## src/rtl/msx_config_parser_pkg.sv

```systemverilog
// Shared MSX configuration types: record/type enums, the decoded record
// struct handed from the byte collector to the parser, parser states and
// error codes.
package msx_config_parser_pkg;

    // Configuration record types carried in b0[7:4].
    typedef enum logic [3:0] {
        CONFIG_NONE          = 4'd0,
        CONFIG_FDC           = 4'd1,
        CONFIG_SLOT_A        = 4'd2,
        CONFIG_SLOT_B        = 4'd3,
        CONFIG_SLOT_INTERNAL = 4'd4,
        CONFIG_KBD_LAYOUT    = 4'd5,
        CONFIG_CONFIG        = 4'd6
    } config_typ_t;

    typedef enum logic [3:0] {
        MAPPER_NONE       = 4'd0,
        MAPPER_ASCII8     = 4'd1,
        MAPPER_ASCII16    = 4'd2,
        MAPPER_KONAMI     = 4'd3,
        MAPPER_KONAMI_SCC = 4'd4,
        MAPPER_GM2        = 4'd5,
        MAPPER_LINEAR     = 4'd6,
        MAPPER_RAM        = 4'd7,
        MAPPER_AUTO       = 4'd15
    } mapper_typ_t;

    typedef enum logic [3:0] {
        DEVICE_NONE = 4'd0,
        DEVICE_FDC  = 4'd1,
        DEVICE_OPL3 = 4'd2,
        DEVICE_SCC  = 4'd3
    } device_typ_t;

    // Data identifier; zero marks a mirror of the previous data record.
    typedef logic [7:0] data_ID_t;
    localparam data_ID_t DATA_MIRROR = 8'h00;

    typedef struct packed {
        config_typ_t typ;
        logic [1:0]  slot;
        logic [1:0]  sub;
        data_ID_t    data_id;
        logic [7:0]  count;
        logic [7:0]  start_page;
        mapper_typ_t mapper;
        device_typ_t device;
    } config_record_t;

    typedef enum logic [1:0] {
        ERR_NONE       = 2'd0,
        ERR_BAD_TYPE   = 2'd1,
        ERR_RANGE      = 2'd2,
        ERR_TRUNC_REFS = 2'd3
    } parser_err_t;

    typedef enum logic [2:0] {
        ST_IDLE,
        ST_COLLECT,
        ST_DECODE,
        ST_EMIT,
        ST_DONE
    } parser_state_t;

    // Record types that expand into block-table writes.
    function automatic logic is_table_write(input config_typ_t t);
        return (t == CONFIG_SLOT_A) || (t == CONFIG_SLOT_B) ||
               (t == CONFIG_SLOT_INTERNAL);
    endfunction

endpackage

```

## src/rtl/msx_config_record_buf.sv

```systemverilog
// Byte collector for one configuration record.
//   clk, reset_n   : clock, async active-low reset
//   clear_i        : drop any partial record and restart at byte 0
//   accept_i       : data_i is consumed this cycle
//   data_i         : record byte
//   rec_o          : decoded b0..b6 fields of the stored record
//   rec_valid_o    : final byte of a record accepted this cycle
//   last_byte_o    : next accepted byte is the record's final byte
module msx_config_record_buf
    import msx_config_parser_pkg::*;
#(
    parameter int RECORD_BYTES = 12
) (
    input  logic           clk,
    input  logic           reset_n,
    input  logic           clear_i,
    input  logic           accept_i,
    input  logic [7:0]     data_i,
    output config_record_t rec_o,
    output logic           rec_valid_o,
    output logic           last_byte_o
);

    localparam int CW = $clog2(RECORD_BYTES);

    logic [CW-1:0] byte_cnt_q, byte_cnt_d;
    logic [7:0]    b0_q, b1_q, b3_q, b4_q;
    logic [3:0]    b5_q, b6_q;

    assign last_byte_o = (byte_cnt_q == CW'(RECORD_BYTES - 1));
    assign rec_valid_o = accept_i && last_byte_o;

    // NOTE: every always_comb assigns its outputs a default first so no
    // path leaves a value held, which would infer a latch.
    always_comb begin
        byte_cnt_d = byte_cnt_q;
        if (clear_i) begin
            byte_cnt_d = '0;
        end else if (accept_i) begin
            byte_cnt_d = last_byte_o ? '0 : byte_cnt_q + CW'(1);
        end
    end

    // NOTE: sequential state uses non-blocking assignments so every flop
    // samples pre-edge values regardless of process ordering.
    always_ff @(posedge clk or negedge reset_n) begin
        if (!reset_n) begin
            byte_cnt_q <= '0;
        end else begin
            byte_cnt_q <= byte_cnt_d;
        end
    end

    // NOTE: the field bytes carry no reset; they are only read after all
    // of them have been rewritten by a complete record.
    always_ff @(posedge clk) begin
        if (accept_i) begin
            case (byte_cnt_q)
                CW'(0):  b0_q <= data_i;
                CW'(1):  b1_q <= data_i;
                CW'(3):  b3_q <= data_i;
                CW'(4):  b4_q <= data_i;
                CW'(5):  b5_q <= data_i[3:0];
                CW'(6):  b6_q <= data_i[3:0];
                default: ;
            endcase
        end
    end

    always_comb begin
        rec_o            = '0;
        rec_o.typ        = config_typ_t'(b0_q[7:4]);
        rec_o.slot       = b0_q[3:2];
        rec_o.sub        = b0_q[1:0];
        rec_o.data_id    = b1_q;
        rec_o.count      = b3_q;
        rec_o.start_page = b4_q;
        rec_o.mapper     = mapper_typ_t'(b5_q);
        rec_o.device     = device_typ_t'(b6_q);
    end

endmodule

```

## src/rtl/msx_config_parser.sv

```systemverilog
// Streaming parser for the MSX machine-configuration image. Collects
// fixed-length records, decodes them and expands slot records into
// per-page block-table writes; tracks data references for mirrors, and
// derives expander enables and the MSX type.
//   start, in_valid/in_data/in_last/in_ready : image download handshake
//   blk_*        : registered block-table write, fields valid with blk_we
//   expander_en  : per-slot expander enable
//   msx_typ      : MSX type from the CONFIG record
//   busy/done/error/err_code : parse status (done, error sticky)
module msx_config_parser
    import msx_config_parser_pkg::*;
#(
    parameter  int RECORD_BYTES = 12,
    parameter  int MAX_REFS     = 16,
    parameter  int PAGES        = 4,
    localparam int REF_W        = $clog2(MAX_REFS),
    localparam int PW           = $clog2(PAGES)
) (
    input  logic             clk,
    input  logic             reset_n,
    input  logic             start,
    input  logic             in_valid,
    input  logic [7:0]       in_data,
    input  logic             in_last,
    output logic             in_ready,
    output logic             blk_we,
    output logic [1:0]       blk_slot,
    output logic [1:0]       blk_sub,
    output logic [PW-1:0]    blk_page,
    output logic [REF_W-1:0] blk_ref,
    output logic [PW-1:0]    blk_offset,
    output logic [3:0]       blk_mapper,
    output logic [3:0]       blk_device,
    output logic             blk_cart,
    output logic [3:0]       expander_en,
    output logic             msx_typ,
    output logic             busy,
    output logic             done,
    output logic             error,
    output logic [1:0]       err_code
);

    parser_state_t  state_q, state_d;
    config_record_t rec;
    logic           rec_valid, last_byte, accept, trunc, is_mirror, emit_last;
    parser_err_t    dec_err, err_now;
    logic           dec_emit;

    logic [REF_W:0]   ref_cnt_q;
    logic             have_ref_q, cur_mirror_q, last_seen_q;
    logic [REF_W-1:0] cur_ref_q;
    logic [PW-1:0]    page_q;
    logic             done_q, error_q, msx_typ_q;
    logic [1:0]       err_code_q;
    logic [3:0]       expander_q;

    logic             blk_we_d, blk_we_q, blk_cart_d, blk_cart_q;
    logic [1:0]       blk_slot_d, blk_slot_q, blk_sub_d, blk_sub_q;
    logic [PW-1:0]    blk_page_d, blk_page_q, blk_offset_d, blk_offset_q;
    logic [REF_W-1:0] blk_ref_d, blk_ref_q;
    logic [3:0]       blk_mapper_d, blk_mapper_q, blk_device_d, blk_device_q;

    msx_config_record_buf #(.RECORD_BYTES(RECORD_BYTES)) u_buf (
        .clk         (clk),
        .reset_n     (reset_n),
        .clear_i     (start),
        .accept_i    (accept),
        .data_i      (in_data),
        .rec_o       (rec),
        .rec_valid_o (rec_valid),
        .last_byte_o (last_byte)
    );

    assign accept    = in_valid && in_ready;
    assign trunc     = accept && in_last && !last_byte;
    assign is_mirror = (rec.data_id == DATA_MIRROR);
    // count is 1..PAGES whenever EMIT is entered, so count-1 fits in PW.
    assign emit_last = (page_q == PW'(rec.count - 8'd1));

    // Record checks evaluated while in DECODE.
    always_comb begin
        dec_err  = ERR_NONE;
        dec_emit = 1'b0;
        if (rec.typ > CONFIG_CONFIG) begin
            dec_err = ERR_BAD_TYPE;
        end else if (is_table_write(rec.typ)) begin
            // 9-bit sum so start+count cannot wrap past the page limit.
            if (({1'b0, rec.start_page} + {1'b0, rec.count}) > 9'(PAGES)) begin
                dec_err = ERR_RANGE;
            end else if (rec.count != 8'd0) begin
                if (is_mirror ? !have_ref_q
                              : (ref_cnt_q == (REF_W + 1)'(MAX_REFS))) begin
                    dec_err = ERR_TRUNC_REFS;
                end else begin
                    dec_emit = 1'b1;
                end
            end
        end
    end

    always_comb begin
        err_now = ERR_NONE;
        if (!start) begin
            if (state_q == ST_COLLECT && trunc) begin
                err_now = ERR_TRUNC_REFS;
            end else if (state_q == ST_DECODE) begin
                err_now = dec_err;
            end
        end
    end

    // FSM: state register.
    always_ff @(posedge clk or negedge reset_n) begin
        if (!reset_n) begin
            state_q <= ST_IDLE;
        end else begin
            state_q <= state_d;
        end
    end

    // FSM: next state. start wins from any state.
    always_comb begin
        state_d = state_q;
        if (start) begin
            state_d = ST_COLLECT;
        end else begin
            unique case (state_q)
                ST_COLLECT: begin
                    if (trunc)          state_d = ST_DONE;
                    else if (rec_valid) state_d = ST_DECODE;
                end
                ST_DECODE: begin
                    if (dec_err != ERR_NONE) state_d = ST_DONE;
                    else if (dec_emit)       state_d = ST_EMIT;
                    else if (last_seen_q)    state_d = ST_DONE;
                    else                     state_d = ST_COLLECT;
                end
                ST_EMIT: begin
                    if (emit_last) state_d = last_seen_q ? ST_DONE : ST_COLLECT;
                end
                default: ;
            endcase
        end
    end

    // FSM: outputs. Write fields are built here and registered below.
    always_comb begin
        in_ready     = (state_q == ST_COLLECT) && !start;
        busy         = (state_q == ST_COLLECT) || (state_q == ST_DECODE) ||
                       (state_q == ST_EMIT);
        blk_we_d     = 1'b0;
        blk_slot_d   = '0;
        blk_sub_d    = '0;
        blk_page_d   = '0;
        blk_ref_d    = '0;
        blk_offset_d = '0;
        blk_mapper_d = '0;
        blk_device_d = '0;
        blk_cart_d   = 1'b0;
        if (state_q == ST_EMIT && !start) begin
            blk_we_d     = 1'b1;
            blk_slot_d   = rec.slot;
            blk_sub_d    = rec.sub;
            blk_page_d   = PW'(rec.start_page) + page_q;
            blk_ref_d    = cur_ref_q;
            blk_offset_d = cur_mirror_q ? '0 : page_q;
            blk_mapper_d = (rec.typ == CONFIG_SLOT_A || rec.typ == CONFIG_SLOT_B)
                           ? MAPPER_AUTO : rec.mapper;
            blk_device_d = rec.device;
            blk_cart_d   = (rec.typ == CONFIG_SLOT_B);
        end
    end

    always_ff @(posedge clk or negedge reset_n) begin
        if (!reset_n) begin
            done_q       <= 1'b0;
            error_q      <= 1'b0;
            err_code_q   <= '0;
            expander_q   <= '0;
            msx_typ_q    <= 1'b0;
            ref_cnt_q    <= '0;
            have_ref_q   <= 1'b0;
            cur_ref_q    <= '0;
            cur_mirror_q <= 1'b0;
            last_seen_q  <= 1'b0;
            page_q       <= '0;
        end else if (start) begin
            done_q       <= 1'b0;
            error_q      <= 1'b0;
            err_code_q   <= '0;
            expander_q   <= '0;
            msx_typ_q    <= 1'b0;
            ref_cnt_q    <= '0;
            have_ref_q   <= 1'b0;
            cur_ref_q    <= '0;
            cur_mirror_q <= 1'b0;
            last_seen_q  <= 1'b0;
            page_q       <= '0;
        end else begin
            // First error code is kept; error itself is sticky.
            if (err_now != ERR_NONE) begin
                error_q <= 1'b1;
                if (!error_q) err_code_q <= err_now;
            end
            if (state_d == ST_DONE && state_q != ST_DONE &&
                err_now == ERR_NONE && !error_q) begin
                done_q <= 1'b1;
            end
            if (accept && in_last) last_seen_q <= 1'b1;
            if (state_q == ST_DECODE && dec_err == ERR_NONE) begin
                if (rec.typ == CONFIG_CONFIG) msx_typ_q <= rec.data_id[0];
                if (is_table_write(rec.typ) && rec.sub != 2'd0) begin
                    expander_q[rec.slot] <= 1'b1;
                end
                if (dec_emit) begin
                    page_q       <= '0;
                    cur_mirror_q <= is_mirror;
                    // Mirrors keep cur_ref_q: the last assigned reference.
                    if (!is_mirror) begin
                        cur_ref_q  <= ref_cnt_q[REF_W-1:0];
                        ref_cnt_q  <= ref_cnt_q + (REF_W + 1)'(1);
                        have_ref_q <= 1'b1;
                    end
                end
            end
            if (state_q == ST_EMIT) page_q <= page_q + PW'(1);
        end
    end

    always_ff @(posedge clk or negedge reset_n) begin
        if (!reset_n) begin
            blk_we_q     <= 1'b0;
            blk_slot_q   <= '0;
            blk_sub_q    <= '0;
            blk_page_q   <= '0;
            blk_ref_q    <= '0;
            blk_offset_q <= '0;
            blk_mapper_q <= '0;
            blk_device_q <= '0;
            blk_cart_q   <= 1'b0;
        end else begin
            blk_we_q     <= blk_we_d;
            blk_slot_q   <= blk_slot_d;
            blk_sub_q    <= blk_sub_d;
            blk_page_q   <= blk_page_d;
            blk_ref_q    <= blk_ref_d;
            blk_offset_q <= blk_offset_d;
            blk_mapper_q <= blk_mapper_d;
            blk_device_q <= blk_device_d;
            blk_cart_q   <= blk_cart_d;
        end
    end

    assign blk_we      = blk_we_q;
    assign blk_slot    = blk_slot_q;
    assign blk_sub     = blk_sub_q;
    assign blk_page    = blk_page_q;
    assign blk_ref     = blk_ref_q;
    assign blk_offset  = blk_offset_q;
    assign blk_mapper  = blk_mapper_q;
    assign blk_device  = blk_device_q;
    assign blk_cart    = blk_cart_q;
    assign expander_en = expander_q;
    assign msx_typ     = msx_typ_q;
    assign done        = done_q;
    assign error       = error_q;
    assign err_code    = err_code_q;

endmodule

```

## config.mk

```make
export PLATFORM = sky130hd
export DESIGN_NAME = msx_config_parser
export DESIGN_NICKNAME = d
export VERILOG_FILES = /design/src/rtl/msx_config_parser_pkg.sv /design/src/rtl/msx_config_record_buf.sv /design/src/rtl/msx_config_parser.sv
export SDC_FILE = /design/constraint.sdc
export NUM_CORES = 1
export LEC_CHECK = 0
export ABC_AREA = 0
export CORE_UTILIZATION = 60
export CTS_BUF_LIST = sky130_fd_sc_hd__clkbuf_16
export DETAILED_ROUTE_END_ITERATION = 8
export DONT_BUFFER_PORTS = 1
export PLACE_DENSITY = 0.76
export SYNTH_ARGS = -nofsm -noshare
export SYNTH_HDL_FRONTEND = slang
export SYNTH_SLANG_ARGS = --single-unit
```

## constraint.sdc

```tcl
create_clock -name clk -period 3.2 [get_ports clk]
set_input_delay 0.64 -clock clk [delete_from_list [all_inputs] [get_ports clk]]
set_output_delay 0.64 -clock clk [all_outputs]
set_load 0.02 [all_outputs]
```

==> results.toml <==
[power_and_ir_drop]
p_leak_nw = 1.88
p_per_area_nw_per_um2 = 535
p_total_mw = 2.38
ir_worst_vdd_v = 0.000369

[detailed_routing]
drtIter0Drc = 242
drtPass1Iterations = 6
num_vias = 2588
routed_via_density = 5.99
wl_um = 7090
ant_nets = 0
drc = 10
post_drt_wl_per_cell_um = 16.4

[worst_hold_path]
hp-class = "input port to async pin"

[timing]
rsz0062_at_grt = "false"
worst_slack_ns = 0.154
fin_crit_sh_pct = 95.2
worst_pin_slew_ns = 0.658
finalCriticalPeriod_ns = 3.05
finalHoldViolations = 0
relSlewSlack_pct = 56.0
fin_skew_ns = 0.00688
setup_tns_ns = 0
setup_viol = 0
max_freq_mhz = 328
final_max_slew_viol_count = 0

[grt]
grt_pass1_vias = 2471
met3_usage_pct = 6.10
grt_pass1_wl_um = 11900
antenna_found_initial = 0
busiest_layer = "met2"
grt_use_total_pct = 22.2
met1_usage_pct = 28.8
grt_overflow = 0
grt_use_met2_pct = 36.5
grt_max_degree = 53

[setup_path]
crit_path_start = "u_buf.b3_q[0]"
startpoint_type = "register"
cp.arrival_ns = 3.30
criticalPathCategory = "register to register"
reg2reg_depth = 10
cp.required_ns = 3.45
critPathMaxFanout = 8
worstSetupEndpointType = "register"
worstReg2RegStart = "u_buf.b3_q[0]"

[synth]
synthesis.nets = 373
synth.distinct_cells = 49
synth.top_cell.area_share_pct = 32.1
synth-async-reset-ratio_pct = 56.5
yosysWarnings = 0
synthCells = 343
synth_edf_count = 40
yosysTopAreaCell = "dfrtp_1"
synth_common_cells = "52 x dfrtp_1, 43 x nor2_1, 40 x edfxtp_1"
synthMostInstantiatedCell = "dfrtp_1"
ys_seq_area_share_pct = 61.7
synth_ff_type = "dfrtp_1"
yosys-top-cells-area = "dfrtp_1 32%, edfxtp_1 30%, ha_1 4.9%"
avgSynthCellArea_um2 = 11.8
synth_seq_cells = 92
synthesis.area_um2 = 4060

[die]
rows = 29
num_io_pins = 46
dieWidth_um = 84.2
core_um2 = 6420
fp.dieH_um = 84.2
fp.dieArea_um2 = 7090
start_util_pct = 63.2

[status]
violations = "DRC"
status = "finished with violations"

[final_layout]
layout-drive-gt1-share_pct = 9.01
area_growth_pct = 9.69
diodes = 0
final.fill_count = 464
final_area_um2 = 4450
final_core_util_pct = 69.3
fin_nets = 380

[flow_run]
maxCapViolCount = 0

[clock_tree]
insertion_delay_ns = 0.33
clkTransAtPathRegs_ns = 0.06
cts_root_buf = "clkbuf_16"
post_cts.repair.setup_buffers = 0
numCtsBuffers = 9
htreeDepth = 3
cts_buffer_depth = 2
cts_tree = "yes"
clkSinkCount = 92

[placement]
portBuffers = 0
place_congestion = 0.876
dp_slack_ns = 0.0788
hpwlAfterDp_um = 5100
place_area_um2 = 4140
## metal layers
layer  wire length [µm]  vias to the layer above
met5                  0                        -
met4                 97                        0
met3                406                       10
met2               3330                       84
met1               3250                     1248
li1                   -                     1246
## power breakdown
| part | switching (mW) | internal (mW) | leakage [nW] |
|---|---|---|---|
| clock | 0.424 | 0.524 | 0.135 |
| combinational | 0.0771 | 0.0459 | 0.668 |
| sequential | 0.0413 | 1.27 | 1.08 |
## layout make-up
| type | instances | area [µm²] | area share [%] |
|---|---|---|---|
| tap | 77 | 96.3 | 2.17 |
| inverter | 17 | 63.8 | 1.43 |
| multi-input combinational | 226 | 1470 | 33.0 |
| timing repair buffer | 4 | 50.0 | 1.12 |
| clock buffer | 9 | 225 | 5.06 |
| clock inverter | 7 | 45.0 | 1.01 |
| sequential | 92 | 2500 | 56.2 |
## stage by stage
step	hold WS (ns)	instances
detailed placement	0.345	415
global route	0.163	432
global placement	0.345	415
finish	0.151	432
floorplan	0.344	343
CTS	0.158	432
## worst max-delay path: stages, from the launching register on
cell and delay, ns:
edfxtp_1 0.43, ha_1 0.24, fa_1 0.43, a21o_1 0.22, a211oi_2 0.21, a21oi_1 0.06, and4bb_4 0.37, and4_4 0.27
nand2_4 0.09, or4_1 0.47, a21oi_1 0.18
## logic make-up (layout without fill, tap and decap cells)
family / Yosys count / in the layout / share of synthesized area [%]
DFF: 92 / 92 / 61.7
adders and majority gates: 17 / 17 / 5.43
and+or+nand+nor: 137 / 137 / 17.7
muxes: 5 / 5 / 1.26
xor gates and xnor gates: 9 / 9 / 1.94
AOI/OAI and AO/OA: 58 / 58 / 9.50
buffers and inverters: 25 / 37 / 2.50
## final timing paths
check / endpoint / slack, ns
setup / recovery: ref_cnt_q[4] / 0.15
hold / removal: blk_device[2] / 0.15
setup reg to reg: ref_cnt_q[4] / 0.15
hold reg to reg: blk_device[1] / 0.45
max in group asynchronous: u_buf.byte_cnt_q[1] / 2.82
min in group clk: error / 0.37
## placed cells by master (no fill, tap or decap), drive strengths merged, types with 9 or more instances in the layout
cell type	n
ha	16
nand3	12
a21oi	19
dfrtp	52
nand2	20
edfxtp	40
and2	18
inv	21
clkbuf	9
nor2	43
## registers in the layout, indices dropped and copies added, names as in the netlist, 2 cells and up
register	cells
blk_device	4
blk_mapper	4
blk_offset	2
blk_page	2
blk_ref	4
blk_slot	2
blk_sub	2
cur_ref_q	4
err_code	2
expander_en	4
page_q	2
ref_cnt_q	5
state_q	3
u_buf.b0_q	8
u_buf.b1_q	8
u_buf.b3_q	8
u_buf.b4_q	8
u_buf.b5_q	4
u_buf.b6_q	4
u_buf.byte_cnt_q	4
## what timing repair did
item                                    CTS  global route
hold buffers                              1             0
endpoints found under the setup margin    0             3
resized for setup                         0             4
endpoints found under the hold margin    52             0
Power figures use the tool's default switching activity.
